--- src/rtl/instr_prefetch_pkg.sv ---
// Shared constants and types for the instruction prefetch stage.
//   PC_INIT_DEFAULT : fetch PC after reset unless the top is overridden
//   INSTR_W         : instruction word width
//   PC_INC          : byte distance between consecutive instructions
//   rsp_kind_e      : how an incoming memory response is disposed of
package instr_prefetch_pkg;

    localparam logic [31:0] PC_INIT_DEFAULT = 32'h0000_0100;
    localparam int unsigned INSTR_W         = 32;
    localparam int unsigned PC_INC          = 4;

    typedef enum logic [1:0] {
        RSP_NONE   = 2'd0,  // no response this cycle
        RSP_DROP   = 2'd1,  // response belongs to a squashed request
        RSP_FILL   = 2'd2,  // response fills the oldest live entry
        RSP_ORPHAN = 2'd3   // response with nothing outstanding (protocol error)
    } rsp_kind_e;

endpackage

--- src/rtl/instr_prefetch_if.sv ---
// Bus bundle between the prefetch stage, instruction memory and decode.
//   redirect/redirect_pc          : restart fetch (from execute)
//   req_valid/req_addr/req_ready  : memory request handshake
//   rsp_valid/rsp_data            : in-order memory responses
//   out_valid/out_pc/out_npc/out_instr/out_ready : decode handshake
// modport master: the prefetch stage; modport slave: its environment.
interface instr_prefetch_if
    import instr_prefetch_pkg::*;
#(
    parameter int unsigned ADDR_W = 32,
    parameter int unsigned DATA_W = INSTR_W
);

    logic              redirect;
    logic [ADDR_W-1:0] redirect_pc;

    logic              req_valid;
    logic [ADDR_W-1:0] req_addr;
    logic              req_ready;

    logic              rsp_valid;
    logic [DATA_W-1:0] rsp_data;

    logic              out_valid;
    logic [ADDR_W-1:0] out_pc;
    logic [ADDR_W-1:0] out_npc;
    logic [DATA_W-1:0] out_instr;
    logic              out_ready;

    modport master (
        input  redirect, redirect_pc,
        output req_valid, req_addr,
        input  req_ready,
        input  rsp_valid, rsp_data,
        output out_valid, out_pc, out_npc, out_instr,
        input  out_ready
    );

    modport slave (
        output redirect, redirect_pc,
        input  req_valid, req_addr,
        output req_ready,
        output rsp_valid, rsp_data,
        input  out_valid, out_pc, out_npc, out_instr,
        output out_ready
    );

endinterface

--- src/rtl/instr_prefetch_buf.sv ---
// DEPTH-entry prefetch register file.
//   clk, rst_n          : clock, synchronous active-low reset (full bits only)
//   clear               : drop every entry (redirect)
//   alloc_en/ptr/pc     : reserve an entry for an issued request, record its PC
//   fill_en/ptr/data    : store the returned instruction and mark the entry full
//   rd_en/rd_ptr        : consume the entry at rd_ptr
//   rd_full/rd_pc/rd_instr : contents of the entry at rd_ptr
//   full_vec            : per-entry full bits
module instr_prefetch_buf #(
    parameter int unsigned ADDR_W = 32,
    parameter int unsigned DATA_W = 32,
    parameter int unsigned DEPTH  = 4
) (
    input  logic                     clk,
    input  logic                     rst_n,
    input  logic                     clear,
    input  logic                     alloc_en,
    input  logic [$clog2(DEPTH)-1:0] alloc_ptr,
    input  logic [ADDR_W-1:0]        alloc_pc,
    input  logic                     fill_en,
    input  logic [$clog2(DEPTH)-1:0] fill_ptr,
    input  logic [DATA_W-1:0]        fill_data,
    input  logic                     rd_en,
    input  logic [$clog2(DEPTH)-1:0] rd_ptr,
    output logic                     rd_full,
    output logic [ADDR_W-1:0]        rd_pc,
    output logic [DATA_W-1:0]        rd_instr,
    output logic [DEPTH-1:0]         full_vec
);

    localparam int unsigned PTR_W = $clog2(DEPTH);

    logic [ADDR_W-1:0] pc_q    [DEPTH];
    logic [DATA_W-1:0] instr_q [DEPTH];
    logic [DEPTH-1:0]  full_q;

    // Payload needs no reset: an entry is only read once its full bit is set.
    always_ff @(posedge clk) begin
        if (alloc_en) begin
            pc_q[alloc_ptr] <= alloc_pc;
        end
        if (fill_en) begin
            instr_q[fill_ptr] <= fill_data;
        end
    end

    // Alloc, fill and read always target different entries in one cycle,
    // so the update order below never actually arbitrates.
    always_ff @(posedge clk) begin
        if (!rst_n || clear) begin
            full_q <= '0;
        end else begin
            for (int unsigned i = 0; i < DEPTH; i++) begin
                if (alloc_en && alloc_ptr == PTR_W'(i)) begin
                    full_q[i] <= 1'b0;
                end
                if (rd_en && rd_ptr == PTR_W'(i)) begin
                    full_q[i] <= 1'b0;
                end
                if (fill_en && fill_ptr == PTR_W'(i)) begin
                    full_q[i] <= 1'b1;
                end
            end
        end
    end

    assign rd_full  = full_q[rd_ptr];
    assign rd_pc    = pc_q[rd_ptr];
    assign rd_instr = instr_q[rd_ptr];
    assign full_vec = full_q;

endmodule

--- src/rtl/instr_prefetch.sv ---
// Instruction-fetch stage with a DEPTH-entry prefetch queue.
// Runs its own fetch PC, issues in-order memory requests, buffers the
// returned words with their PC and hands {pc, npc, instr} to decode.
// A redirect flushes the queue, restarts fetch at redirect_pc and squashes
// responses still owed for requests issued before it.
//   clk, rst_n : clock, synchronous active-low reset
//   bus        : instr_prefetch_if.master (redirect, memory req/rsp, decode out)
module instr_prefetch
    import instr_prefetch_pkg::*;
#(
    parameter int unsigned       ADDR_W  = 32,
    parameter int unsigned       DATA_W  = INSTR_W,
    parameter int unsigned       DEPTH   = 4,
    parameter logic [ADDR_W-1:0] PC_INIT = ADDR_W'(PC_INIT_DEFAULT)
) (
    input logic              clk,
    input logic              rst_n,
    instr_prefetch_if.master bus
);

    localparam int unsigned PTR_W = $clog2(DEPTH);
    localparam int unsigned CNT_W = $clog2(DEPTH + 1);

    if (DEPTH < 2 || (DEPTH & (DEPTH - 1)) != 0) begin : g_bad_depth
        $error("instr_prefetch: DEPTH must be a power of two, at least 2");
    end

    logic [ADDR_W-1:0] fpc, fpc_n;
    logic [PTR_W-1:0]  alloc_ptr, alloc_n;
    logic [PTR_W-1:0]  fill_ptr, fill_n;
    logic [PTR_W-1:0]  rd_ptr, rd_n;
    logic [CNT_W-1:0]  used, used_n;
    logic [CNT_W-1:0]  drop_cnt, drop_n;

    logic [DEPTH-1:0]  full_vec;
    logic [CNT_W-1:0]  full_cnt;
    logic [CNT_W-1:0]  pending;
    logic [CNT_W:0]    occupancy;
    rsp_kind_e         rsp_kind;

    logic              accept;
    logic              fill;
    logic              deq;
    logic              rd_full;
    logic [ADDR_W-1:0] rd_pc;
    logic [DATA_W-1:0] rd_instr;

    always_comb begin
        full_cnt = '0;
        for (int unsigned i = 0; i < DEPTH; i++) begin
            full_cnt = full_cnt + CNT_W'(full_vec[i]);
        end
    end

    // Allocated entries still waiting for their instruction word.
    assign pending   = used - full_cnt;
    // Slots spoken for: live entries plus squashed responses still owed.
    assign occupancy = {1'b0, used} + {1'b0, drop_cnt};

    // Squashed responses are older than any live request, so they are
    // consumed first.
    always_comb begin
        rsp_kind = RSP_NONE;
        if (bus.rsp_valid) begin
            if (drop_cnt != '0) begin
                rsp_kind = RSP_DROP;
            end else if (pending != '0) begin
                rsp_kind = RSP_FILL;
            end else begin
                rsp_kind = RSP_ORPHAN;
            end
        end
    end

    assign bus.req_valid = rst_n && !bus.redirect && (occupancy < (CNT_W + 1)'(DEPTH));
    assign bus.req_addr  = fpc;

    assign accept = bus.req_valid && bus.req_ready;
    assign fill   = (rsp_kind == RSP_FILL);
    assign deq    = rd_full && bus.out_ready && !bus.redirect;

    always_comb begin
        fpc_n   = fpc;
        alloc_n = alloc_ptr;
        fill_n  = fill_ptr;
        rd_n    = rd_ptr;
        used_n  = used;
        drop_n  = drop_cnt;
        if (bus.redirect) begin
            fpc_n   = bus.redirect_pc & ~ADDR_W'(3);
            alloc_n = '0;
            fill_n  = '0;
            rd_n    = '0;
            used_n  = '0;
            // Everything still owed by memory, less this cycle's response.
            drop_n  = drop_cnt + pending
                      - CNT_W'(rsp_kind == RSP_DROP || rsp_kind == RSP_FILL);
        end else begin
            if (accept) begin
                alloc_n = alloc_ptr + PTR_W'(1);
                fpc_n   = fpc + ADDR_W'(PC_INC);
            end
            if (fill) begin
                fill_n = fill_ptr + PTR_W'(1);
            end
            if (deq) begin
                rd_n = rd_ptr + PTR_W'(1);
            end
            if (rsp_kind == RSP_DROP) begin
                drop_n = drop_cnt - CNT_W'(1);
            end
            used_n = used + CNT_W'(accept) - CNT_W'(deq);
        end
    end

    always_ff @(posedge clk) begin
        if (!rst_n) begin
            fpc       <= PC_INIT;
            alloc_ptr <= '0;
            fill_ptr  <= '0;
            rd_ptr    <= '0;
            used      <= '0;
            drop_cnt  <= '0;
        end else begin
            fpc       <= fpc_n;
            alloc_ptr <= alloc_n;
            fill_ptr  <= fill_n;
            rd_ptr    <= rd_n;
            used      <= used_n;
            drop_cnt  <= drop_n;
        end
    end

    instr_prefetch_buf #(
        .ADDR_W (ADDR_W),
        .DATA_W (DATA_W),
        .DEPTH  (DEPTH)
    ) u_buf (
        .clk       (clk),
        .rst_n     (rst_n),
        .clear     (bus.redirect),
        .alloc_en  (accept),
        .alloc_ptr (alloc_ptr),
        .alloc_pc  (fpc),
        .fill_en   (fill),
        .fill_ptr  (fill_ptr),
        .fill_data (bus.rsp_data),
        .rd_en     (deq),
        .rd_ptr    (rd_ptr),
        .rd_full   (rd_full),
        .rd_pc     (rd_pc),
        .rd_instr  (rd_instr),
        .full_vec  (full_vec)
    );

    assign bus.out_valid = rd_full;
    assign bus.out_pc    = rd_pc;
    assign bus.out_npc   = rd_pc + ADDR_W'(PC_INC);
    assign bus.out_instr = rd_instr;

    // A response with nothing outstanding is ignored by the datapath.
    rsp_has_owner: assert property (@(posedge clk) disable iff (!rst_n)
        rsp_kind != RSP_ORPHAN);

endmodule

--- src/flat_wrapper.sv ---
// flat-port wrapper written by rule: the top's interface ports become plain ports
module instr_prefetch_flat import instr_prefetch_pkg::*;
#(
    parameter int unsigned       ADDR_W  = 32,
    parameter int unsigned       DATA_W  = INSTR_W,
    parameter int unsigned       DEPTH   = 4,
    parameter logic [ADDR_W-1:0] PC_INIT = ADDR_W'(PC_INIT_DEFAULT)
)
  (clk, rst_n, bus_redirect, bus_redirect_pc, bus_req_valid, bus_req_addr, bus_req_ready, bus_rsp_valid, bus_rsp_data, bus_out_valid, bus_out_pc, bus_out_npc, bus_out_instr, bus_out_ready);
  instr_prefetch_if #(.ADDR_W(ADDR_W), .DATA_W(DATA_W)) bus_i ();
  input logic clk;
  input logic rst_n;
  input wire logic [$bits(bus_i.redirect)-1:0] bus_redirect;
  input wire logic [$bits(bus_i.redirect_pc)-1:0] bus_redirect_pc;
  output wire logic [$bits(bus_i.req_valid)-1:0] bus_req_valid;
  output wire logic [$bits(bus_i.req_addr)-1:0] bus_req_addr;
  input wire logic [$bits(bus_i.req_ready)-1:0] bus_req_ready;
  input wire logic [$bits(bus_i.rsp_valid)-1:0] bus_rsp_valid;
  input wire logic [$bits(bus_i.rsp_data)-1:0] bus_rsp_data;
  output wire logic [$bits(bus_i.out_valid)-1:0] bus_out_valid;
  output wire logic [$bits(bus_i.out_pc)-1:0] bus_out_pc;
  output wire logic [$bits(bus_i.out_npc)-1:0] bus_out_npc;
  output wire logic [$bits(bus_i.out_instr)-1:0] bus_out_instr;
  input wire logic [$bits(bus_i.out_ready)-1:0] bus_out_ready;
  assign bus_i.redirect = bus_redirect;
  assign bus_i.redirect_pc = bus_redirect_pc;
  assign bus_req_valid = bus_i.req_valid;
  assign bus_req_addr = bus_i.req_addr;
  assign bus_i.req_ready = bus_req_ready;
  assign bus_i.rsp_valid = bus_rsp_valid;
  assign bus_i.rsp_data = bus_rsp_data;
  assign bus_out_valid = bus_i.out_valid;
  assign bus_out_pc = bus_i.out_pc;
  assign bus_out_npc = bus_i.out_npc;
  assign bus_out_instr = bus_i.out_instr;
  assign bus_i.out_ready = bus_out_ready;
  instr_prefetch #(.ADDR_W(ADDR_W), .DATA_W(DATA_W), .DEPTH(DEPTH), .PC_INIT(PC_INIT)) u_core (.clk(clk), .rst_n(rst_n), .bus(bus_i));
endmodule
--- config.mk ---
export PLATFORM = sky130hd
export DESIGN_NAME = instr_prefetch_flat
export DESIGN_NICKNAME = d
export VERILOG_FILES = /design/src/rtl/instr_prefetch_pkg.sv /design/src/rtl/instr_prefetch_if.sv /design/src/rtl/instr_prefetch_buf.sv /design/src/rtl/instr_prefetch.sv /design/src/flat_wrapper.sv
export SDC_FILE = /design/constraint.sdc
export NUM_CORES = 1
export LEC_CHECK = 0
export BUFFER_PORTS_ARGS = -buffer_cell sky130_fd_sc_hd__clkbuf_2
export CORE_MARGIN = 3
export CORE_UTILIZATION = 50
export DETAILED_ROUTE_END_ITERATION = 8
export GPL_TIMING_DRIVEN = 0
export PLACE_DENSITY = 0.8
export SYNTH_ARGS = -nofsm -noshare
export SYNTH_HDL_FRONTEND = slang
export SYNTH_SLANG_ARGS = --single-unit
--- constraint.sdc ---
create_clock -name clk -period 5.8 [get_ports clk]
set_clock_uncertainty 0.15 [all_clocks]
set_input_delay 0.58 -clock clk [delete_from_list [all_inputs] [get_ports clk]]
set_output_delay 0.58 -clock clk [all_outputs]
set_load 0.01 [all_outputs]
== Word level (Yosys, flattened, before mapping) ==
Memories as Yosys holds them, arrays and structs flattened. A register that Yosys moved wholly into a read port is not among the register bits.
Index checks and enable logic that the tools add are counted.
W data, S select, Z words.
Word-level totals
  bits in registers: 48
  memory bits (writable): 256
  input bits: 70
  output and inout bits: 130
  word-level logic and storage cells: 104
  memories kept: 2
Operators by class
  add/sub/neg operators: 15
  $lt $le $gt $ge: 2
  eq/ne operators: 11
  mux-type cells: 29
  bitwise gates (word level): 1
  reductions and logical operators: 33
Memories
  u_core.u_buf.instr_q: words 4, width 32, read ports 1, clocked after Yosys merged registers in 1, write ports 1, line instr_prefetch_buf.sv:34  | logic [DATA_W-1:0] instr_q [DEPTH];
  u_core.u_buf.pc_q: words 4, width 32, read ports 1, clocked after Yosys merged registers in 1, write ports 1, line instr_prefetch_buf.sv:33  | logic [ADDR_W-1:0] pc_q [DEPTH];
Operators by type and width (number)
  $add A32 B3 Y32 const B: 2
  $mux W32: 2
  $mux W1: 18
  $reduce_bool A3 Y1: 6
  $logic_and A1 B1 Y1: 17
  $eq A2 B2 Y1 const B: 7
  $mux W2: 6
  $add A3 B1 Y3: 3
  $eq A2 B1 Y1 const B: 4
  $add A2 B1 Y2 const B: 3
  $logic_not A2 Y1: 3
  $mux W3: 2
  $sub A3 B1 Y3: 2
  $add A3 B3 Y4: 1
  $lt A4 B3 Y1 const B: 1
  $reduce_bool A2 Y1: 2
  $add A3 B3 Y3: 1
  $lt A2 B3 Y1 const B: 1
  $sub A3 B1 Y3 const B: 1
  $sub A3 B3 Y3: 1
  $add A1 B1 Y2: 1
  $bmux W1 S2: 1
  $logic_not A1 Y1: 2
  $logic_or A1 B1 Y1: 2
  2 further kinds: 2

== Longest topological paths before layout ==
  depth in word-level cells: 12
  mapped depth: 20
  mapped depth without buffers: 20

== Cells and area by module ==
Synthesis repeated with hierarchy kept, for this count alone.
Unflattened totals
  cell total of the unflattened synthesis: 774
  area total of the unflattened synthesis: 12803.5 sq um
By module, submodules not included
  instr_prefetch_buf: times used 1, cells each 366, area each 9530.4 sq um
  instr_prefetch: times used 1, cells each 408, area each 3273.1 sq um

== Worst setup path after synthesis ==
Ideal clock, no wire load.
  path kind: reg-to-reg
  from: reg u_core.u_buf.full_q[2], in the netlist u_core.u_buf.full_vec[2]
  to: reg u_core.drop_cnt[2]
  data arrival time: 4.002 ns
  data required time: 5.564 ns
  setup slack: 1.562 ns
  cell stages (with the launch flop): 21
  clock period less this slack: 4.238 ns
  cell sequence: dfxtp_1 > ha_1 > inv_1 > fa_1 > inv_1 > fa_1 > inv_1 > fa_1 > xor2_1 > xnor2_1 > o31a_1 > ha_1 > inv_1 > ha_1 > inv_1 > ha_1 > fa_1 > xnor2_1 > xnor2_1 > xnor2_1 > a211oi_1
On the way
  cells in the longest elaborated chain, start to end: 11
  elaborated cells between the ends (all ways): 14
RTL lines
  start, declared: line instr_prefetch_buf.sv:35  | logic [DEPTH-1:0] full_q;
  start signal, assigned: line instr_prefetch_buf.sv:51  | full_q <= '0;
  start signal, assigned by index: line instr_prefetch_buf.sv:55  | full_q[i] <= 1'b0;
  start signal, assigned by index: line instr_prefetch_buf.sv:58  | full_q[i] <= 1'b0;
  $add A3 B1 Y3 * (2 in a row): line instr_prefetch.sv:51  | full_cnt = full_cnt + CNT_W'(full_vec[i]);
  $sub A3 B3 Y3 *: line instr_prefetch.sv:56  | assign pending = used - full_cnt;
  $reduce_bool A3 Y1: line instr_prefetch.sv:67  | end else if (pending != '0) begin
  $mux W1: line instr_prefetch.sv:67
  $mux W2: line instr_prefetch.sv:65  | if (drop_cnt != '0) begin
  $mux W2: line instr_prefetch.sv:64  | if (bus.rsp_valid) begin
  $eq A2 B1 Y1 or $eq A2 B2 Y1 (tied branches): line instr_prefetch.sv:97, instr_prefetch.sv:109
  $logic_or A1 B1 Y1: line instr_prefetch.sv:97  | - CNT_W'(rsp_kind == RSP_DROP || rsp_kind == RSP_FILL);
  $sub A3 B1 Y3: line instr_prefetch.sv:97
  $mux W3: line instr_prefetch.sv:89  | if (bus.redirect) begin
  end signal, assigned: line instr_prefetch.sv:130  | drop_cnt <= drop_n;
  end, declared: line instr_prefetch.sv:33  | logic [CNT_W-1:0] drop_cnt, drop_n;
Mark *: on every way between the ends. The rest lies on a longest branch, timed or not.
A chain may end at the register's enable or synchronous reset.

== Worst setup path after layout ==
Ends and elaborated chain as after synthesis.

==> results.cfg <==
[drt]
wl_per_cell_um = 20.76
drc = 0
dr.pass1.iters = 5
wl_um = 28530
drtAntennaViolNets = 0
drtIter0Drc = 631
vias = 7863
vias_per_cell = 5.723

[power_and_ir_drop]
p_leak_uw = 0.005330
netSwitchingPower_uw = 1097
ir_drop_mv = 0.2183
sw_frac_of_total_pct = 23.36
power.internal_uw = 3598
seq_power_share_pct = 52.5
power_density_nw_per_um2 = 316.0
p_comb_share_pct = 11.1
clkPwrFrac_pct = 36.4

[finish]
layout-drive-gt1-share_pct = 30.19
finalNetCount = 1131
antenna_cells = 0
syn_to_final_growth_pct = 17.83
finalInstanceArea_um2 = 14860

[setup_path]
critical_path_depth = 18
arrival_ps = 4730
slowest_stage = fa_1
required_ps = 6080
cp-start-kind = register
r2r_cells = 18
endpoint_kind = register
cp_num_buf_inv = 5
cp_slowest_stage_delay_ps = 510
crit_family = adder cells
crit_fanout = 3
timing.critical_path.mode_cell = inv_1
path_cells = ha_1 -> inv_1 -> fa_1 -> inv_1 -> fa_1 -> inv_1 -> fa_1 -> o31a_1 -> ha_1 -> inv_1 -> ha_1 -> inv_1 -> ha_1 -> fa_1 -> xnor2_1 -> xnor2_1 -> xnor2_1 -> a211oi_1
crit_type = register to register

[placement]
io_buffers = 191
dpl_cell_area_um2 = 13990
globalplace.congestion = 0.8893
dpl.hpwl_um = 19700

[synth]
yosys_most_used_dff = edfxtp_1
yosys.area.top_type = edfxtp_1
synth_cells = 802
asyncSetResetFlopFracSynth_pct = 0
yosysUniqueCellTypes = 56
syn_area_per_cell_um2 = 15.72
syn_area_um2 = 12610
synth_seq_cells = 296
synth-edff-count = 248
synthTopCellsByArea = edfxtp_1, mux4_2, dfxtp_1, ha_1, xnor2_1
netlist.area_leader.share_pct = 59.07
synth-warning-count = 0
seq_area_frac_synth_pct = 66.69

[global_routing]
grt_overflow = 0
grt_pass1_vias = 7786
track_usage_pct = 21.03
antenna_found_initial = 0
grt_start_max_net_pins = 33
grt_pass1_wl_um = 43950

[die]
dieHeight_um = 164.8
io_pins = 200
initial_utilization_pct = 51.39
dieArea_um2 = 27160
core_area_um2 = 24530
chipWidth_um = 164.8
num_rows = 57

[cts]
hold_buffers = 0
clk_latency_ps = 520
cts_sinks = 296
htree_levels = 1
post-cts-setup-buffers = 0
cts_tree = yes
numCtsBuffers = 29
cts_resized = 0
cts_root_buf = clkbuf_16
clkTransAtPathRegs_ps = 60
cts_buffer_depth = 3

[job]
max-cap-violations = 0

[sta]
finalHoldViolations = 0
final-setup-viol-count = 0
worst_slew_pin_slew_ps = 1323
clock.fmax_mhz = 224.9
rsz0062_at_grt = false
period_needed_ps = 4447
max_slew_margin_pct = 11.70
slew_viol_final = 0
period_share_pct = 76.67
tns_ps = 0

[status]
status = completed

[worst_hold_path]
whs_path_depth = 1
hold_path_class = primary input to register
-- area by class of cell --
cell class	instances	area [um2]
buffer	41	209.0
fill	1862	9678
timing repair buffer	191	955.9
sequential	296	8408
clock inverter	13	95.09
clock buffer	39	773.2
multi-input combinational	422	3829
tap	324	405.4
inverter	48	180.2
-- synth_stat cells, drive strengths merged, types with 2 or more instances --
cell     count
a41oi        2
or3          3
xor2         9
and4         4
mux4        63
o21ai       20
fa           5
nand2       46
nor3         8
mux2i        4
nor2        36
buf         21
o31a         4
or4b         2
nand3       29
a32oi        8
o311ai       2
a22oi        3
o211ai       5
clkbuf      20
a31oi        8
a21o         3
nor2b        2
xnor2       33
and3         9
a21oi       27
a211oi       4
nand4       17
ha          27
a2bb2oi      2
or4          2
nor4         9
inv         47
and2         7
nand3b       2
edfxtp     248
dfxtp       48
-- kinds of logic (layout without fill, tap and decap cells) --
logic type               count (synthesis)  count (layout)  synth area share, %
AO/OA/AOI/OAI                           95              95                4.893
XOR/XNOR                                42              42                2.918
adder cells (fa/ha/maj)                 32              32                3.474
buffers and inverters                   89             332                3.086
flip-flops                             296             296                66.69
multiplexers                            68              68                11.66
other                                    1               6              0.02975
AND/OR/NAND/NOR                        179             179                7.245
-- final timing paths --
| check | start | endpoint | slack (ps) |
|---|---|---|---|
| setup reg to reg | u_core.u_buf.full_vec[2]$_SDFFE_PP0P_ | u_core.drop_cnt[2]$_SDFFE_PN0P_ | 1350 |
| hold / removal | bus_rsp_data[14] | u_core.u_buf.instr_q[1][14]$_DFFE_PP_ | 130 |
| hold reg to reg | u_core.alloc_ptr[1]$_SDFFE_PP0P_ | u_core.alloc_ptr[1]$_SDFFE_PP0P_ | 360 |
| setup / recovery | u_core.u_buf.full_vec[2]$_SDFFE_PP0P_ | u_core.drop_cnt[2]$_SDFFE_PN0P_ | 1350 |
-- power by group through the flow --
stage / Combinational, uW / Clock, uW / Sequential (uW)
2_1_floorplan: 334 / 0 / 2480
3_3_place_gp: 514 / 0 / 2500
6_report: 522 / 1710 / 2460
5_1_grt: 587 / 1840 / 2470
4_1_cts: 529 / 1740 / 2460
3_5_place_dp: 526 / 0 / 2510
-- cells in the final DEF, fill, tap and decap left out, drive strengths merged, types with 5 or more instances in the layout --
| cell type | netlist | final |
|---|---|---|
| a21oi | 27 | 27 |
| a31oi | 8 | 8 |
| a32oi | 8 | 8 |
| and2 | 7 | 7 |
| and3 | 9 | 9 |
| buf | 21 | 21 |
| clkbuf | 20 | 250 |
| clkinv | 1 | 11 |
| conb | 1 | 6 |
| dfxtp | 48 | 48 |
| edfxtp | 248 | 248 |
| fa | 5 | 5 |
| ha | 27 | 27 |
| inv | 47 | 48 |
| mux4 | 63 | 63 |
| nand2 | 46 | 46 |
| nand3 | 29 | 29 |
| nand4 | 17 | 17 |
| nor2 | 36 | 36 |
| nor3 | 8 | 8 |
| nor4 | 9 | 9 |
| o211ai | 5 | 5 |
| o21ai | 20 | 20 |
| xnor2 | 33 | 33 |
| xor2 | 9 | 9 |
-- per-layer routing --
| layer | GRT usage [%] | vias to the layer above | routed length (um) |
|---|---|---|---|
| met4 | 6.748 | 0 | 799 |
| li1 | - | 3559 | - |
| met5 | 0 | - | 0 |
| met3 | 3.286 | 70 | 2151 |
| met1 | 29.75 | 3909 | 11610 |
| met2 | 33.91 | 325 | 13970 |
-- worst reg2reg max path, cell delays in order (launching register included) --
cell and delay, ps:
dfxtp_1 330, ha_1 280, inv_1 50, fa_1 510, inv_1 50, fa_1 350, inv_1 80, fa_1 450
o31a_1 320, ha_1 280, inv_1 40, ha_1 250, inv_1 30, ha_1 180, fa_1 380, xnor2_1 190
xnor2_1 150, xnor2_1 90, a211oi_1 220
-- registers in the layout (all words and copies together), names as in the netlist, named ones only --
signal                 count
u_core.u_buf.instr_q     128
u_core.bus.req_addr       30
u_core.fill_ptr            2
u_core.drop_cnt            3
u_core.rd_ptr              2
u_core.alloc_ptr           2
u_core.used                3
u_core.u_buf.pc_q        120
u_core.u_buf.full_vec      4
-- stage by stage --
step           hold slack (ps)  utilization [%]  power [uW]  setup WS, ps  instances
2_1_floorplan            319.2                -        2816          1562        807
4_1_cts                  104.3            60.55        4732          1322       1374
6_report                 127.1            60.55        4694          1353       1374
3_5_place_dp             342.5            57.01        3031          1323       1322
3_3_place_gp             334.6            57.01        3013          1257       1322
5_1_grt                  110.8            60.55        4893         964.0       1374
Power figures use the tool's default switching activity.
